File: config.mk
export PLATFORM = sky130hd
export DESIGN_NAME = mmio_router
export DESIGN_NICKNAME = d
export VERILOG_FILES = /design/src/rtl/bus_map_pkg.sv /design/src/rtl/region_match.sv /design/src/rtl/mmio_router.sv
export SDC_FILE = /design/constraint.sdc
export NUM_CORES = 1
export LEC_CHECK = 0
export ABC_AREA = 1
export CORE_ASPECT_RATIO = 0.8
export CORE_MARGIN = 3
export CORE_UTILIZATION = 35
export CTS_BUF_LIST = sky130_fd_sc_hd__clkbuf_4
export CTS_CLUSTER_SIZE = 16
export DETAILED_ROUTE_END_ITERATION = 16
export PLACE_DENSITY = 0.83
export SYNTH_ARGS = -nofsm -noshare
export SYNTH_HDL_FRONTEND = slang
export SYNTH_SLANG_ARGS = --single-unit
File: constraint.sdc
create_clock -name clk -period 2 [get_ports clk]
set_clock_uncertainty 0.05 [all_clocks]
set_input_delay 0.5 -clock clk [delete_from_list [all_inputs] [get_ports clk]]
set_output_delay 0.5 -clock clk [all_outputs]
set_load 0.01 [all_outputs]
File: src/rtl/bus_map_pkg.sv
// Shared types and the default address map for the CPU-side MMIO router.
package bus_map_pkg;

  typedef enum logic [1:0] {
    IDLE   = 2'd0,
    ACCESS = 2'd1,
    RESP   = 2'd2
  } state_t;

  localparam int ERR_CNT_W = 8;

  // Index 0 is the rightmost element: data RAM, FPGA I/O, UART, video memory.
  localparam logic [3:0][19:0] DEF_BASE = {20'h003EB, 20'h10000, 20'h18000, 20'h20000};
  localparam logic [3:0][19:0] DEF_MASK = {20'hFFFFF, 20'hFFFFF, 20'hF8000, 20'hFFFFF};

endpackage

File: src/rtl/region_match.sv
// Base/mask region compare; lowest matching index wins.
module region_match
  import bus_map_pkg::*;
#(
  parameter int ADDR_W   = 20,
  parameter int N_SLAVES = 4,
  parameter logic [N_SLAVES-1:0][ADDR_W-1:0] REGION_BASE = DEF_BASE,
  parameter logic [N_SLAVES-1:0][ADDR_W-1:0] REGION_MASK = DEF_MASK
) (
  input  logic [ADDR_W-1:0]   addr,
  output logic                hit,
  output logic [N_SLAVES-1:0] onehot
);

  always_comb begin
    hit    = 1'b0;
    onehot = '0;
    for (int i = 0; i < N_SLAVES; i++) begin
      if (!hit && ((addr & REGION_MASK[i]) == REGION_BASE[i])) begin
        hit       = 1'b1;
        onehot[i] = 1'b1;
      end
    end
  end

endmodule

File: src/rtl/mmio_router.sv
// CPU data port to N slave regions: decode, single outstanding access with
// ready timeout, one-cycle response pulse, sticky error address/count.
module mmio_router
  import bus_map_pkg::*;
#(
  parameter int ADDR_W   = 20,
  parameter int DATA_W   = 32,
  parameter int N_SLAVES = 4,
  parameter logic [N_SLAVES-1:0][ADDR_W-1:0] REGION_BASE = DEF_BASE,
  parameter logic [N_SLAVES-1:0][ADDR_W-1:0] REGION_MASK = DEF_MASK,
  parameter int TIMEOUT  = 16
) (
  input  logic                         clk,
  input  logic                         rst_n,
  input  logic                         req_valid,
  output logic                         req_ready,
  input  logic                         req_write,
  input  logic [ADDR_W-1:0]            req_addr,
  input  logic [DATA_W-1:0]            req_wdata,
  output logic                         rsp_valid,
  output logic [DATA_W-1:0]            rsp_rdata,
  output logic                         rsp_err,
  output logic [N_SLAVES-1:0]          slv_sel,
  output logic [N_SLAVES-1:0]          slv_we,
  output logic [ADDR_W-1:0]            slv_addr,
  output logic [DATA_W-1:0]            slv_wdata,
  input  logic [N_SLAVES*DATA_W-1:0]   slv_rdata,
  input  logic [N_SLAVES-1:0]          slv_ready,
  output logic [ADDR_W-1:0]            err_addr,
  output logic [ERR_CNT_W-1:0]         err_cnt
);

  localparam int TCNT_W = $clog2(TIMEOUT + 1);

  state_t                state, state_nxt;
  logic                  hit;
  logic [N_SLAVES-1:0]   hit_oh;
  logic [N_SLAVES-1:0]   sel_q;
  logic                  wr_q;
  logic [TCNT_W-1:0]     tcnt;
  logic                  sel_ready, tmo_last, log_err;
  logic [DATA_W-1:0]     sel_rdata;

  region_match #(
    .ADDR_W     (ADDR_W),
    .N_SLAVES   (N_SLAVES),
    .REGION_BASE(REGION_BASE),
    .REGION_MASK(REGION_MASK)
  ) u_match (
    .addr  (req_addr),
    .hit   (hit),
    .onehot(hit_oh)
  );

  // Only the latched slave's ready and data are ever looked at.
  assign sel_ready = |(slv_ready & sel_q);
  assign tmo_last  = (tcnt == TCNT_W'(TIMEOUT - 1));

  always_comb begin
    sel_rdata = '0;
    for (int i = 0; i < N_SLAVES; i++)
      if (sel_q[i]) sel_rdata = slv_rdata[i*DATA_W +: DATA_W];
  end

  always_ff @(posedge clk or negedge rst_n) begin
    if (!rst_n) state <= IDLE;
    else        state <= state_nxt;
  end

  always_comb begin
    state_nxt = state;
    req_ready = 1'b0;
    rsp_valid = 1'b0;
    slv_sel   = '0;
    slv_we    = '0;
    log_err   = 1'b0;
    case (state)
      IDLE: begin
        req_ready = 1'b1;
        if (req_valid) begin
          state_nxt = hit ? ACCESS : RESP;
          log_err   = !hit;
        end
      end
      ACCESS: begin
        slv_sel = sel_q;
        slv_we  = sel_q & {N_SLAVES{wr_q}};
        if (sel_ready) begin
          state_nxt = RESP;
        end else if (tmo_last) begin
          state_nxt = RESP;
          log_err   = 1'b1;
        end
      end
      RESP: begin
        rsp_valid = 1'b1;
        state_nxt = IDLE;
      end
      default: state_nxt = IDLE;
    endcase
  end

  always_ff @(posedge clk or negedge rst_n) begin
    if (!rst_n) begin
      slv_addr  <= '0;
      slv_wdata <= '0;
      wr_q      <= 1'b0;
      sel_q     <= '0;
      tcnt      <= '0;
      rsp_err   <= 1'b0;
      rsp_rdata <= '0;
      err_addr  <= '0;
      err_cnt   <= '0;
    end else begin
      if (state == IDLE && req_valid) begin
        slv_addr  <= req_addr;
        slv_wdata <= req_wdata;
        wr_q      <= req_write;
        sel_q     <= hit_oh;
        tcnt      <= '0;
        if (!hit) begin
          rsp_err   <= 1'b1;
          rsp_rdata <= '0;
        end
      end
      if (state == ACCESS) begin
        tcnt <= tcnt + TCNT_W'(1);
        if (sel_ready) begin
          rsp_err   <= 1'b0;
          rsp_rdata <= wr_q ? '0 : sel_rdata;
        end else if (tmo_last) begin
          rsp_err   <= 1'b1;
          rsp_rdata <= '0;
        end
      end
      if (log_err) begin
        err_addr <= (state == IDLE) ? req_addr : slv_addr;
        if (err_cnt != '1) err_cnt <= err_cnt + ERR_CNT_W'(1);
      end
    end
  end

endmodule

==> flow_metrics.env, run 1 <==
export IMPL_die_height_um=126.5
export IMPL_worst_slack_ns=0.01545
export IMPL_grt_use_met2_pct=38.43
export IMPL_worst_path_class_setup="flop to output pin"
export IMPL_grt_max_degree=56
export IMPL_drt_first_iter_violations=568
export IMPL_ctsRootBufferMaster="clkbuf_4"
export IMPL_nFillCells=1621
export IMPL_grt_setup_unrepaired="true"
export IMPL_chipWidth_um=156.6
export IMPL_p_comb_share_pct=28.5
export IMPL_synth_avg_cell_area_um2=7.764
export IMPL_switchingPower_mw=2.052
export IMPL_cp_max_fo=5
export IMPL_drtPass1Iterations=6
export IMPL_nets=1352
export IMPL_initial_cell_density_of_the_core_pct=36.21
export IMPL_post_synth_instance_area_um2=6351
export IMPL_edff_count_synth=0
export IMPL_drtAntennaViolNets=0
export IMPL_ys_flop_type="dfrtp_1"
export IMPL_cells_along_the_critical_path="inv_1 > nor3_2 > buf_2"
export IMPL_cts_tree="done"
export IMPL_finalMaxSlewViolations=0
export IMPL_cell_types_with_the_largest_area_share_after_synthesis="dfrtp_1 49%, nand2_1 15%, o21ai_0 6.3%, nand3_1 5.9%, a21oi_1 4.9%"
export IMPL_buffers_inverters_on_critical_path=2
export IMPL_postSynthRegisterBits=125
export IMPL_finalWeightedCongestion=0.8636
export IMPL_grt_util_all_layers_pct=23.52
export IMPL_grt_overflow=0
export IMPL_min_period_over_period_pct=99.23
export IMPL_grt_first_pass_wirelength_mm=36.85
export IMPL_multi_input_logic_area_um2=2850
export IMPL_synth_fp_nets=1009
export IMPL_vdd_drop_max_mv=0.4845
export IMPL_period_needed_ns=1.985
export IMPL_r2r_path_start="sel_q[0]"
export IMPL_setup_viol=0
export IMPL_core_area_um2=17540
export IMPL_endpoint_kind="output pin"
export IMPL_timing_slew_headroom_pct=62.11
export IMPL_cp_depth=3
export IMPL_netlist_top_cell_by_area="dfrtp_1"
export IMPL_actual_transition_at_the_worst_max_transition_pin_ns=0.5684
export IMPL_port_buffers=310
export IMPL_clk_insertion_delay_late_ns=0.53
export IMPL_cpPeakStageDelay_ns=0.40
export IMPL_finalHoldViolCount=0
export IMPL_dominant_cell_by_count_in_the_synthesized_netlist="nand2_1"
export IMPL_numCtsBuffers=17
export IMPL_vias=7048
export IMPL_wl_per_cell_um=16.99
export IMPL_seq_power_share_pct=46.2
export IMPL_pre_cts_ws_ns=-0.3381
export IMPL_register_area_um2=3134
export IMPL_gr_max_usage_layer="met2"
export IMPL_ioPinCount=311
export IMPL_routed_wirelength_mm=23.75
export IMPL_numClockSinks=125
export IMPL_grt_pass1_vias=7050
export IMPL_antenna_diode_count=0
export IMPL_timing_rr_end="rsp_rdata[26]"
export IMPL_hold_path_class="input pin to async pin"
export IMPL_worstRegToRegCells=8
export IMPL_synth_top_area_share_pct=49.25
export IMPL_cp_endpoint="slv_we[3]"
export IMPL_crit_start="sel_q[3]"
export IMPL_critical_path_startpoint_type="flop"
export IMPL_cp_data_arrival_time_ns=1.43
export IMPL_p_per_area_nw_per_um2=642.3
export IMPL_final_cells=1398
export IMPL_final_layout_size_suffix_gt1_share_pct=11.68
export IMPL_asyncSetResetFlopFracSynth_pct=100.0
export IMPL_required_ns=1.45
export IMPL_post_synth_num_cell_types=32
export IMPL_internal_power_mw=4.507
export IMPL_synth_commonest_cells="252 x nand2_1, 125 x dfrtp_1, 80 x o21ai_0"
export IMPL_core_rowCount=43
export IMPL_clk_path_buf_depth=2
export IMPL_global_route_usage_met3_pct=8.834
export IMPL_drv_max_cap_violation_count=0
export IMPL_remaining_drc_errors=0
export IMPL_reg2reg_setup_slack_ns=0.07
export IMPL_detail_route_vias_per_cell=5.041
export IMPL_synth_yosys_seq_area_share_pct=49.25
export IMPL_place_inst=1352
export IMPL_status="finished clean"
export IMPL_path_clk_slew_ns=0.12
export IMPL_yosysWarningCount=0
export IMPL_swShare_pct=31.29
export IMPL_layout_overhead_on_the_synthesized_area_pct=60.78
export IMPL_syn_instance_count=818
export IMPL_grt_antenna_before_repair=0
export IMPL_grt_util_met1_pct=28.82
export IMPL_place_detailed_hpwl_mm=18.15
export IMPL_critPathTopFamily="flip-flops"
export IMPL_timing_fmax_mhz=503.9
export IMPL_clock_power_share_pct=25.3
export IMPL_die_area_um2=19810
export IMPL_timing_critical_path_slowest_stage_cell="dfrtp_2"
export IMPL_leakagePower_nw=5.111
export IMPL_htree_levels=4
==> layout by cell type, fill, tap and decap left out, types with 3 or more instances in the layout <==
cell type | synthesis | routed
o21ai_1 | 9 | 9
nand2_1 | 252 | 250
inv_2 | 1 | 3
nand3_1 | 75 | 75
ha_1 | 3 | 3
inv_1 | 37 | 35
dfrtp_2 | 0 | 5
clkdlybuf4s50_1 | 0 | 186
buf_12 | 0 | 6
o211ai_1 | 12 | 12
buf_6 | 3 | 3
nor3_1 | 6 | 4
nor2_1 | 46 | 44
clkinv_1 | 1 | 3
buf_2 | 19 | 8
dlygate4sd2_1 | 0 | 113
clkinvlp_4 | 0 | 3
clkinv_2 | 0 | 4
nor2_2 | 6 | 6
a21oi_1 | 62 | 62
buf_4 | 0 | 64
nor2_4 | 3 | 5
xor2_1 | 4 | 4
clkbuf_4 | 0 | 18
nor3_2 | 1 | 3
o31ai_1 | 23 | 23
nand2_2 | 2 | 3
a22o_1 | 3 | 3
o21ai_0 | 80 | 80
dfrtp_1 | 125 | 120
==> timing repair <==
| action | in CTS | in global routing |
|---|---|---|
| endpoints found under the setup margin | 123 | 42 |
| hold buffers | 1 | 0 |
| buffers inserted | 13 | 1 |
| pin swaps | 1 | 2 |
| endpoints found under the hold margin | 13 | 0 |
| resized for setup | 167 | 6 |
==> metrics by stage <==
| step | area, um^2 | utilization, % | hold WS (ns) | TNS (ns) | power [mW] |
|---|---|---|---|---|---|
| 2_1_floorplan | 6351 | - | 0.1544 | 0 | 3.752 |
| 3_3_place_gp | 9968 | 56.83 | 0.3391 | -11.32 | 5.046 |
| 3_5_place_dp | 9968 | 56.83 | 0.3408 | -15.35 | 5.102 |
| 4_1_cts | 10180 | 58.03 | 0.2929 | -0.08789 | 6.643 |
| 5_1_grt | 10210 | 58.22 | 0.2652 | -0.8429 | 6.979 |
| 6_report | 10210 | 58.22 | 0.3240 | 0 | 6.559 |
==> metal layers <==
metal | vias up | part of all wire (%)
li1 | 3418 | -
met2 | 310 | 47
met1 | 3277 | 41
met4 | 0 | 2.4
met5 | - | 0
met3 | 43 | 9.6
==> state kept, by name (all words and copies together) (netlist names) <==
name	count
state	2
tcnt	5
slv_addr	20
err_addr	20
rsp_err	1
rsp_rdata	32
sel_q	4
slv_wdata	32
wr_q	1
err_cnt	8
==> worst min path at each step <==
| stage | start | to | depth (start not counted) |
|---|---|---|---|
| finish | rst_n | err_addr[11] | 2 |
| global route | rst_n | err_addr[11] | 2 |
| CTS | rst_n | err_addr[11] | 2 |
| detailed placement | rst_n | err_addr[11] | 1 |
| global placement | rst_n | err_addr[11] | 1 |
| floorplan | rst_n | err_addr[0] | 0 |
==> layout make-up <==
cell class	instances	area share, %
Clock inverter	13	1.238
Multi-Input combinational cell	597	27.91
Tap cell	225	2.757
Inverter	39	1.446
Clock buffer	18	1.323
Sequential cell	125	30.69
Timing Repair Buffer	381	34.63
==> kinds of logic (layout without fill, tap and decap cells) <==
logic type	count (synthesis)	in the layout	share of synthesized area, %
XOR/XNOR	6	6	0.8274
buffers and inverters	96	451	6.422
AO/OA/AOI/OAI	192	192	16.75
flip-flops	125	125	49.25
AND/OR/NAND/NOR	396	396	26.16
adder cells (fa/ha/maj)	3	3	0.5911
==> worst reg2reg max path, stage by stage (launching register included) <==
cell,delay (ns)
dfrtp_2,0.45
buf_4,0.19
a22o_1,0.28
nor2_4,0.14
nor2_2,0.05
nand2_1,0.14
inv_1,0.22
o211ai_1,0.19
nand2_1,0.09
==> power groups by stage <==
stage                     combinational [mW]  sequential (mW)  clock (mW)
final                                   1.87             3.03        1.66
after global routing                    2.03             3.07        1.87
after CTS                               1.87             3.03        1.74
after detailed placement                1.98             3.12           0
after global placement                  1.95             3.10           0
after floorplan                        0.531             3.22           0
No activity file was read; power rests on OpenSTA's default activity.
==> inputs of run 2 (changes only) <==
Settings changed: ABC_AREA 1 to not set, PLACE_DENSITY 0.83 to 0.84.
==> flow_metrics.env, run 2 <==
export IMPL_grt_setup_unrepaired="true"
export IMPL_wl_per_cell_um=19.04
export IMPL_drt_first_iter_violations=474
export IMPL_routed_wirelength_mm=24.71
export IMPL_place_detailed_hpwl_mm=16.90
export IMPL_nFillCells=1381
export IMPL_status="finished, violations left"
export IMPL_dpl_instance_area_um2=9791
export IMPL_largestRegisters="rsp_rdata (32), slv_wdata (32)"
export IMPL_synth_yosys_seq_area_share_pct=51.82
export IMPL_seq_power_share_pct=43.7
export IMPL_timing_rr_end="err_cnt[4]"
export IMPL_hold_path_class="input pin to flop"
export IMPL_actual_transition_at_the_worst_max_transition_pin_ns=0.4794
export IMPL_cell_types_with_the_largest_area_share_after_synthesis="dfrtp_1 52%, nand2_1 14%, a22o_1 4.6%, a22oi_1 4.2%, o21ai_0 3.5%"
export IMPL_numCtsBuffers=17
export IMPL_pre_cts_ws_ns=-0.9528
export IMPL_min_period_over_period_pct=106.3
export IMPL_yosys_area_share_adder_pct=0.6219
export IMPL_clock_power_share_pct=24.2
export IMPL_synth_xor_area_share_pct=0.7255
export IMPL_synth_commonest_cells="226 x nand2_1, 125 x dfrtp_1, 42 x o21ai_0"
export IMPL_synth_compound_area_share_pct=17.62
export IMPL_drv_max_cap_violation_count=0
export IMPL_synth_mux_area_share_pct=4.498
export IMPL_wl_met2_mm=12.15
export IMPL_post_synth_num_cell_types=39
export IMPL_r2r_path_start="state[1]"
export IMPL_grt_antenna_before_repair=4
export IMPL_dominant_cell_by_count_in_the_synthesized_netlist="nand2_1"
export IMPL_clk_insertion_delay_late_ns=0.53
export IMPL_power_total_mw=7.137
export IMPL_maxUsedRoutingLayer="met5"
export IMPL_layout_overhead_on_the_synthesized_area_pct=77.16
export IMPL_detail_route_vias_per_cell=5.217
export IMPL_worst_slack_ns=-0.1260
export IMPL_crit_start="req_addr[12]"
export IMPL_worst_path_class_setup="input pin to flop"
export IMPL_netlist_top_cell_by_area="dfrtp_1"
export IMPL_grt_overflow=0
export IMPL_syn_instance_count=685
export IMPL_core_area_um2=16710
export IMPL_post_synth_instance_area_um2=6036
export IMPL_remaining_drc_errors=0
export IMPL_cp_data_arrival_time_ns=2.54
export IMPL_yosysWarningCount=0
export IMPL_cp_endpoint="rsp_rdata[22]"
export IMPL_timing_setup_tns_ns=-5.005
export IMPL_htree_levels=4
export IMPL_synth_avg_cell_area_um2=8.811
export IMPL_layout_cells_most_common_list="218 x nand2_1, 167 x clkdlybuf4s50_1, 123 x dfrtp_1"
export IMPL_asyncSetResetFlopFracSynth_pct=100.0
export IMPL_path_clk_slew_ns=0.14
export IMPL_m1WireLength_mm=10.35
export IMPL_core_rowCount=42
export IMPL_synth_top_area_share_pct=51.82
export IMPL_p_comb_share_pct=32.1
export IMPL_timing_slew_headroom_pct=67.97
export IMPL_cts_tree="done"
export IMPL_final_cell_area_um2=10690
export IMPL_hold_start="req_addr[10]"
export IMPL_setup_viol=59
export IMPL_drtPass1Iterations=5
export IMPL_edff_count_synth=0
export IMPL_initial_cell_density_of_the_core_pct=36.12
export IMPL_clk_path_buf_depth=2
export IMPL_vdd_drop_max_mv=0.4626
export IMPL_grt_util_all_layers_pct=24.29
export IMPL_violations_in_the_final_reports="negative setup slack"
export IMPL_die_height_um=123.5
export IMPL_endpoint_kind="flop"
export IMPL_chipWidth_um=152.8
export IMPL_p_per_area_nw_per_um2=667.4
export IMPL_period_needed_ns=2.126
export IMPL_grt_first_pass_wirelength_mm=35.73
export IMPL_internal_power_mw=4.710
export IMPL_final_layout_size_suffix_gt1_share_pct=19.26
export IMPL_swShare_pct=34.01
export IMPL_port_buffers=310
export IMPL_final_util_pct=63.99
export IMPL_required_ns=2.42
export IMPL_die_area_um2=18870
export IMPL_timing_fmax_mhz=470.4
export IMPL_finalHoldViolCount=0
export IMPL_ys_flop_type="dfrtp_1"
export IMPL_layout_cells_most_common="nand2_1"
export IMPL_ioPinCount=311
export IMPL_nets=1253
export IMPL_leakagePower_nw=5.264
export IMPL_finalMaxSlewViolations=0
export IMPL_reg2reg_setup_slack_ns=-0.10
export IMPL_synth_fp_nets=876
export IMPL_synth_area_in_simple_gates_pct=21.00
export IMPL_cp_max_fo=8
export IMPL_routed_length_on_met3_mm=1.696
export IMPL_worstRegToRegCells=9
export IMPL_drtAntennaViolNets=0
export IMPL_ctsRootBufferMaster="clkbuf_4"
export IMPL_numClockSinks=125
export IMPL_finalWeightedCongestion=0.8782
export IMPL_critical_path_startpoint_type="input pin"
export IMPL_grt_pass1_vias=6576
export IMPL_switchingPower_mw=2.427
export IMPL_synth_top_family_by_area="simple AND/OR/NAND/NOR gates"
export IMPL_vias=6772
export IMPL_postSynthRegisterBits=125
export IMPL_grt_max_degree=47
==> run 2: kinds of logic after synthesis <==
kind of cell	count (synthesis)
AOI/OAI and AO/OA	167
DFF	125
xor gates and xnor gates	5
and+or+nand+nor	307
buffers and inverters	53
muxes	25
adders and majority gates	3
==> run 2: worst min path at each step <==
stage | end | slack, ns | depth (start not counted)
after global routing | slv_addr[10] | 0.19 | 4
after detailed placement | slv_wdata[29] | 0.41 | 1
after global placement | slv_wdata[29] | 0.40 | 1
final | slv_addr[10] | 0.23 | 4
after floorplan | err_addr[0] | 0.15 | 0
after CTS | slv_addr[12] | 0.16 | 4
==> run 2: cell type report <==
class                      count  area [um^2]  share of cell area, %
antenna                        3        7.507                0.07021
clock buffer                  17        127.6                  1.194
clock inverter                15        140.1                  1.311
inverter                       3        11.26                 0.1053
multi-input combinational    508         2990                  27.97
sequential                   125         3131                  29.28
tap                          220        275.3                  2.574
timing repair buffer         407         4010                  37.50
==> run 2: layer usage <==
metal	vias up	track usage (%)
li1	3123	-
met1	3321	31.15
met2	283	39.92
met3	43	7.068
met4	2	8.180
met5	-	0
==> run 2: what timing repair did <==
item / in CTS / in global routing
setup buffers: 23 / 4
resized for setup: 260 / 41
hold buffers: 1 / 0
cloned: 8 / 4
setup endpoints to repair: 186 / 72
hold endpoints to repair: 25 / 0
pin swaps: 26 / 46
==> run 2: through the flow <==
stage | std cells | hold slack (ns)
6_report | 1298 | 0.2334
2_1_floorplan | 685 | 0.1544
4_1_cts | 1290 | 0.1600
3_3_place_gp | 1227 | 0.3994
5_1_grt | 1298 | 0.1920
3_5_place_dp | 1227 | 0.4070
==> run 2: worst max-delay path, cell delays in order <==
cell and delay [ns]:
buf_6 0.10, or4_4 0.53, or4_4 0.56, buf_6 0.15, nand3_4 0.06, and3_4 0.31
clkbuf_16 0.20, a22o_1 0.13
==> run 2: power by group through the flow <==
stage	Clock [mW]	Combinational (mW)	Sequential, mW
after floorplan	0	0.581	3.30
after global placement	0	2.08	3.18
after detailed placement	0	2.12	3.19
after CTS	1.77	2.20	3.11
after global routing	1.89	2.45	3.16
final	1.72	2.29	3.12
==> RTL edit 1: new RTL, config.mk and constraints of run 1 <==
Change the parameter `TIMEOUT` from 16 to 8.
--- a/src/rtl/mmio_router.sv
+++ b/src/rtl/mmio_router.sv
@@ -10,3 +10,3 @@
   parameter logic [N_SLAVES-1:0][ADDR_W-1:0] REGION_MASK = DEF_MASK,
-  parameter int TIMEOUT  = 16
+  parameter int TIMEOUT  = 8
 ) (
Function: no difference found for any inputs over 4 cycles, from zero or initial values and one cycle with rst_n low; that may be too few to reach the edited logic, so the function may still have changed.
==> RTL edit 1 against run 1 <==
Wire length shrank 1.2%; sequential cell count fell by 1; total power grew 1.3%; design area shrank 1.2%; synthesized cell count fell by 2.9%; synthesized area shrank 2.0%; die area fell by 1.9%; setup slack improved by 10 ps.
==> RTL edit 1: results (changes against run 1) <==
Run status
  – Status: finished clean

Logic synthesis
  – Post-synthesis mux area share: 0.00161 (+0.00161)
  – Synth Area in Compound Gates: 0.167 (-0.000252)
  – Post-synth net total: 984 (-2.5%)
  – Adder-Cell Fraction of Synth Area: 0.00402 (-0.00189)
  – Synth Area in XOR/XNOR: 0.00703 (-0.00124)
  – Post-synthesis cell type count: 29 (-9.4%)
  – Ys async rst share: 1.00 (unchanged)
  – Most instantiated cells after synthesis: 248 x nand2_1, 124 x dfrtp_1, 76 x nand3_1
  – YS warnings: 0 (unchanged)
  – Syn Area/Cell: 7.84 um^2 (+0.99%)
  – Sequential area share after synthesis: 0.498 (+0.00588)
  – Area contributors post-synth: dfrtp_1 50%, nand2_1 15%, nand3_1 6.1%

Cells and area
  – Layout area overhead: 62.1%
  – Final nets: 1314 (-2.8%)
  – Antenna Cells: 0 (unchanged)
  – Fillers: 1514 (-6.6%)
  – Layout cells sized above 1: 0.109 (-0.00774)

Worst setup path
  – Setup crit end: slv_we[0]
  – Worst Path Arrival: roughly 1400 ps
  – Kind of critical path: reg2out
  – Critical path peak fanout: 9 (+4)
  – Register-to-register setup slack: 160 ps (+90 ps)
  – Slowest library cell on the worst path: dfrtp_1
  – CP max stage delay: 420 ps (+20 ps)
  – RR Startpoint: state[1]
  – Reg2reg end: rsp_rdata[13]
  – Family with the most delay on the worst path: flip-flops
  – R2R depth: 11 (+3)

GRT
  – M1 GR Usage: 0.301 (+0.0130)
  – Vias in the first global route: 6879 (-2.4%)
  – GR Util met2: 0.402 (+0.0174)
  – Largest net degree at the start of global routing: 58 (+3.6%)
  – Tot GR Track Use: 0.237 (+0.00143)
  – M3 GR Usage: 0.0705 (-0.0179)
  – First-pass GRT wire length: 36800 um (-0.13%)
  – Antenna violations before repair: 0 (unchanged)

Place
  – Post-detail-place hpwl: 17700 um (-2.7%)
  – Placement Cell Area: 9810 um^2 (-1.6%)
  – Final Wtd Congestion: 0.915 (+6.0%)
  – IO Port Bufs: 310 (unchanged)
  – DP Worst Slack: -389 ps (-51.2 ps)

Power and ir drop
  – Max IR drop VDD: 0.386 mV (-20%)
  – Leakage: 5.06 nW (-1.0%)

Detailed routing
  – Avg WL per Cell: 17.3 um (+1.8%)
  – TritonRoute pass-1 iters: 5 (-1)
  – Vias per cell: 5.14 (+1.9%)
  – Drt initial violations: 410 (-28%)
  – Via count: 6974 (-1.0%)

Timing
  – Max_slew headroom: 0.629 (+0.00839)
  – Setup ws final: 25.8 ps (+10.3 ps)
  – Hold_ws: 405 ps (+80.8 ps)

Clock network
  – CTS Buf Count: 17 (unchanged)
  – H-tree levels: 4 (unchanged)
  – Bufs on Longest Clock Path: 2 (unchanged)
  – Clock transition at path regs: 130 ps
  – Clk root buf: clkbuf_4

Worst hold path
  – Worst hold path type: in2async
## RTL edit 1: where the power goes
group | switching [mW] | total [mW] | internal (mW)
registers | 0.177 | 2.99 | 2.81
logic | 0.915 | 1.87 | 0.955
clock network | 1.02 | 1.79 | 0.772
total | 2.11 | 6.64 | 4.54
## RTL edit 1: final cells by class
type | count | area [um^2] | share of cell area
Tap cell | 220 | 275 | 0.0273
Sequential cell | 124 | 3110 | 0.308
Multi-Input combinational cell | 578 | 2810 | 0.278
Clock buffer | 19 | 143 | 0.0141
Clock inverter | 13 | 141 | 0.0140
Timing Repair Buffer | 368 | 3480 | 0.345
Inverter | 35 | 136 | 0.0135
## RTL edit 1: what timing repair did
action	4_1_cts	5_1_grt
setup endpoints to repair	144	20
hold buffers	1	0
resized for setup	169	16
hold endpoints to repair	38	0
buffers inserted	9	1
## RTL edit 1: routing by layer
layer / share of wire / up-vias
met4: 0.016 / 0
met5: 0 / -
met3: 0.088 / 31
met1: 0.41 / 3292
li1: - / 3329
met2: 0.49 / 322
==> RTL edit 2: new RTL, flow settings as in run 1 <==
Without the edit above. Encoding of `state_t`: now one-hot (3 bits for 3 states).
--- a/src/rtl/bus_map_pkg.sv
+++ b/src/rtl/bus_map_pkg.sv
@@ -3,6 +3,6 @@
 
-  typedef enum logic [1:0] {
-    IDLE   = 2'd0,
-    ACCESS = 2'd1,
-    RESP   = 2'd2
+  typedef enum logic [2:0] {
+    IDLE   = 3'b001,
+    ACCESS = 3'b010,
+    RESP   = 3'b100
   } state_t;
Function: same outputs for any inputs over 4 cycles, from zero or initial values and one cycle with rst_n low; so few cycles prove little.
==> RTL edit 2 against run 1 <==
The flow now finishes with violations (setup timing); die area grew 0.47%; register-to-register slack gained 30 ps; count of clock-buffer cells in the layout is the same; first-iteration DRC count shrank 26%; utilization grew 0.94 points; synthesized cell count shrank 0.61%; wire length grew 0.96%; setup slack lost 110 ps; design area grew 1.9%; total power grew 18%; synthesized area grew 0.49%; sequential cell count grew 1; global-route usage shrank 0.15 points; critical path type unchanged.
==> RTL edit 2: results (changes against run 1) <==
Timing
  – Setup ws final: -90.9 ps (-106 ps)
  – Hold_ws: 406 ps (+81.7 ps)
  – Final setup fails: 9 (+9)
  – Final TNS setup: -660 ps (-660 ps)
  – Slew of the pin with the lowest slew margin: 590 ps (+21.7 ps)

Logic synthesis
  – Most instantiated cells after synthesis: 250 x nand2_1, 125 x dfrtp_1, 77 x nand3_1
  – Post-synth net total: 1004 (-0.50%)
  – Sequential area share after synthesis: 0.494 (+0.00170)
  – Post-synthesis cell count: 813 (-0.61%)
  – Synth Area in XOR/XNOR: 0.00961 (+0.00133)
  – Post-synthesis cell type count: 31 (-3.1%)
  – YS warnings: 0 (unchanged)
  – Synth Area in Compound Gates: 0.166 (-0.00160)
  – Area contributors post-synth: dfrtp_1 49%, nand2_1 15%, nand3_1 6.0%
  – Adder-Cell Fraction of Synth Area: 0.00588 (-0.0000290)
  – Ys flop type: dfrtp_1

Clock network
  – Bufs on Longest Clock Path: 2 (unchanged)
  – # resized after CTS: 171 (+2.4%)
  – Clk root buf: clkbuf_4
  – Hold Buf Count CTS: 1 (unchanged)
  – Clock transition at path regs: 120 ps (about the same)
  – Setup bufs post-CTS: 12 (-1)

Cells and area
  – Layout cells sized above 1: 0.125 (+0.00842)
  – Final nets: 1345 (-0.52%)
  – Final non-filler cell total: 1391 (-0.50%)
  – Antenna Cells: 0 (unchanged)

Worst setup path
  – Slowest library cell on the worst path: dfstp_2
  – Register-to-register setup slack: 100 ps (+30 ps)
  – RR Startpoint: state[1]
  – Critical Path Start: state[0]
  – CP max stage delay: 570 ps (+170 ps)
  – Setup crit end: slv_we[1]
  – Reg2reg end: err_addr[2]
  – Worst Path Arrival: 1540 ps (+110 ps)

Detailed routing
  – Vias per cell: 5.10 (+1.1%)
  – Final WL: 24000 um (+0.96%)
  – TritonRoute pass-1 iters: 5 (-1)
  – Drt initial violations: 419 (-26%)

Place
  – DP Worst Slack: -399 ps (-60.7 ps)
  – Placement Cell Area: 10000 um^2 (+0.39%)
  – Post-detail-place hpwl: 18000 um (-0.63%)
  – Final Wtd Congestion: 0.892 (+3.3%)

Power and ir drop
  – Max IR drop VDD: 0.484 mV (about the same)
  – Internal power: 5.28 mW (+17%)
  – Comb group: 2.37 mW (+27%)
  – Leakage: 5.19 nW (+1.6%)
  – Power Density: 745 nW/um^2 (+16%)
  – Clock share of power: 0.277 (+0.024)

GRT
  – First-pass GRT wire length: 36600 um (-0.65%)
  – Largest net degree at the start of global routing: 77 (+38%)
  – Tot GR Track Use: 0.234 (-0.00145)
  – Vias in the first global route: 6816 (-3.3%)

Run status
  – Violated checks: setup timing
  – Status: complete, but fails checks
RTL edit 2: changes by cell type in the layout (fill, tap and decap cells not counted), moves of 5 or more:
cell | run 1 | this run
o21ai_0 | 80 | 55
o211ai_1 | 12 | 24
buf_4 | 64 | 58
or2_2 | 0 | 6
inv_1 | 35 | 30
nor2_4 | 5 | 0
RTL edit 2: worst max-delay path: cells and delay by family (launching register included):
family | cells | cell delay, ps
buffers and inverters | 3 | 330
and+or+nand+nor | 2 | 120
DFF | 1 | 570
RTL edit 2: final cells by class:
type / instances / area (um^2)
clock inverter: 13 / 213
clock buffer: 18 / 135
timing repair buffer: 380 / 3570
inverter: 38 / 151
sequential: 126 / 3160
tap: 225 / 282
multi-input combinational: 591 / 2900
fill: 1621 / 7190
RTL edit 2: layer usage:
layer / wire length [um] / GRT usage / vias up
li1: - / - / 3397
met1: 10200 / 0.310 / 3352
met2: 11100 / 0.365 / 298
met3: 2180 / 0.0781 / 43
met4: 512 / 0.0679 / 0
met5: 0 / 0 / -
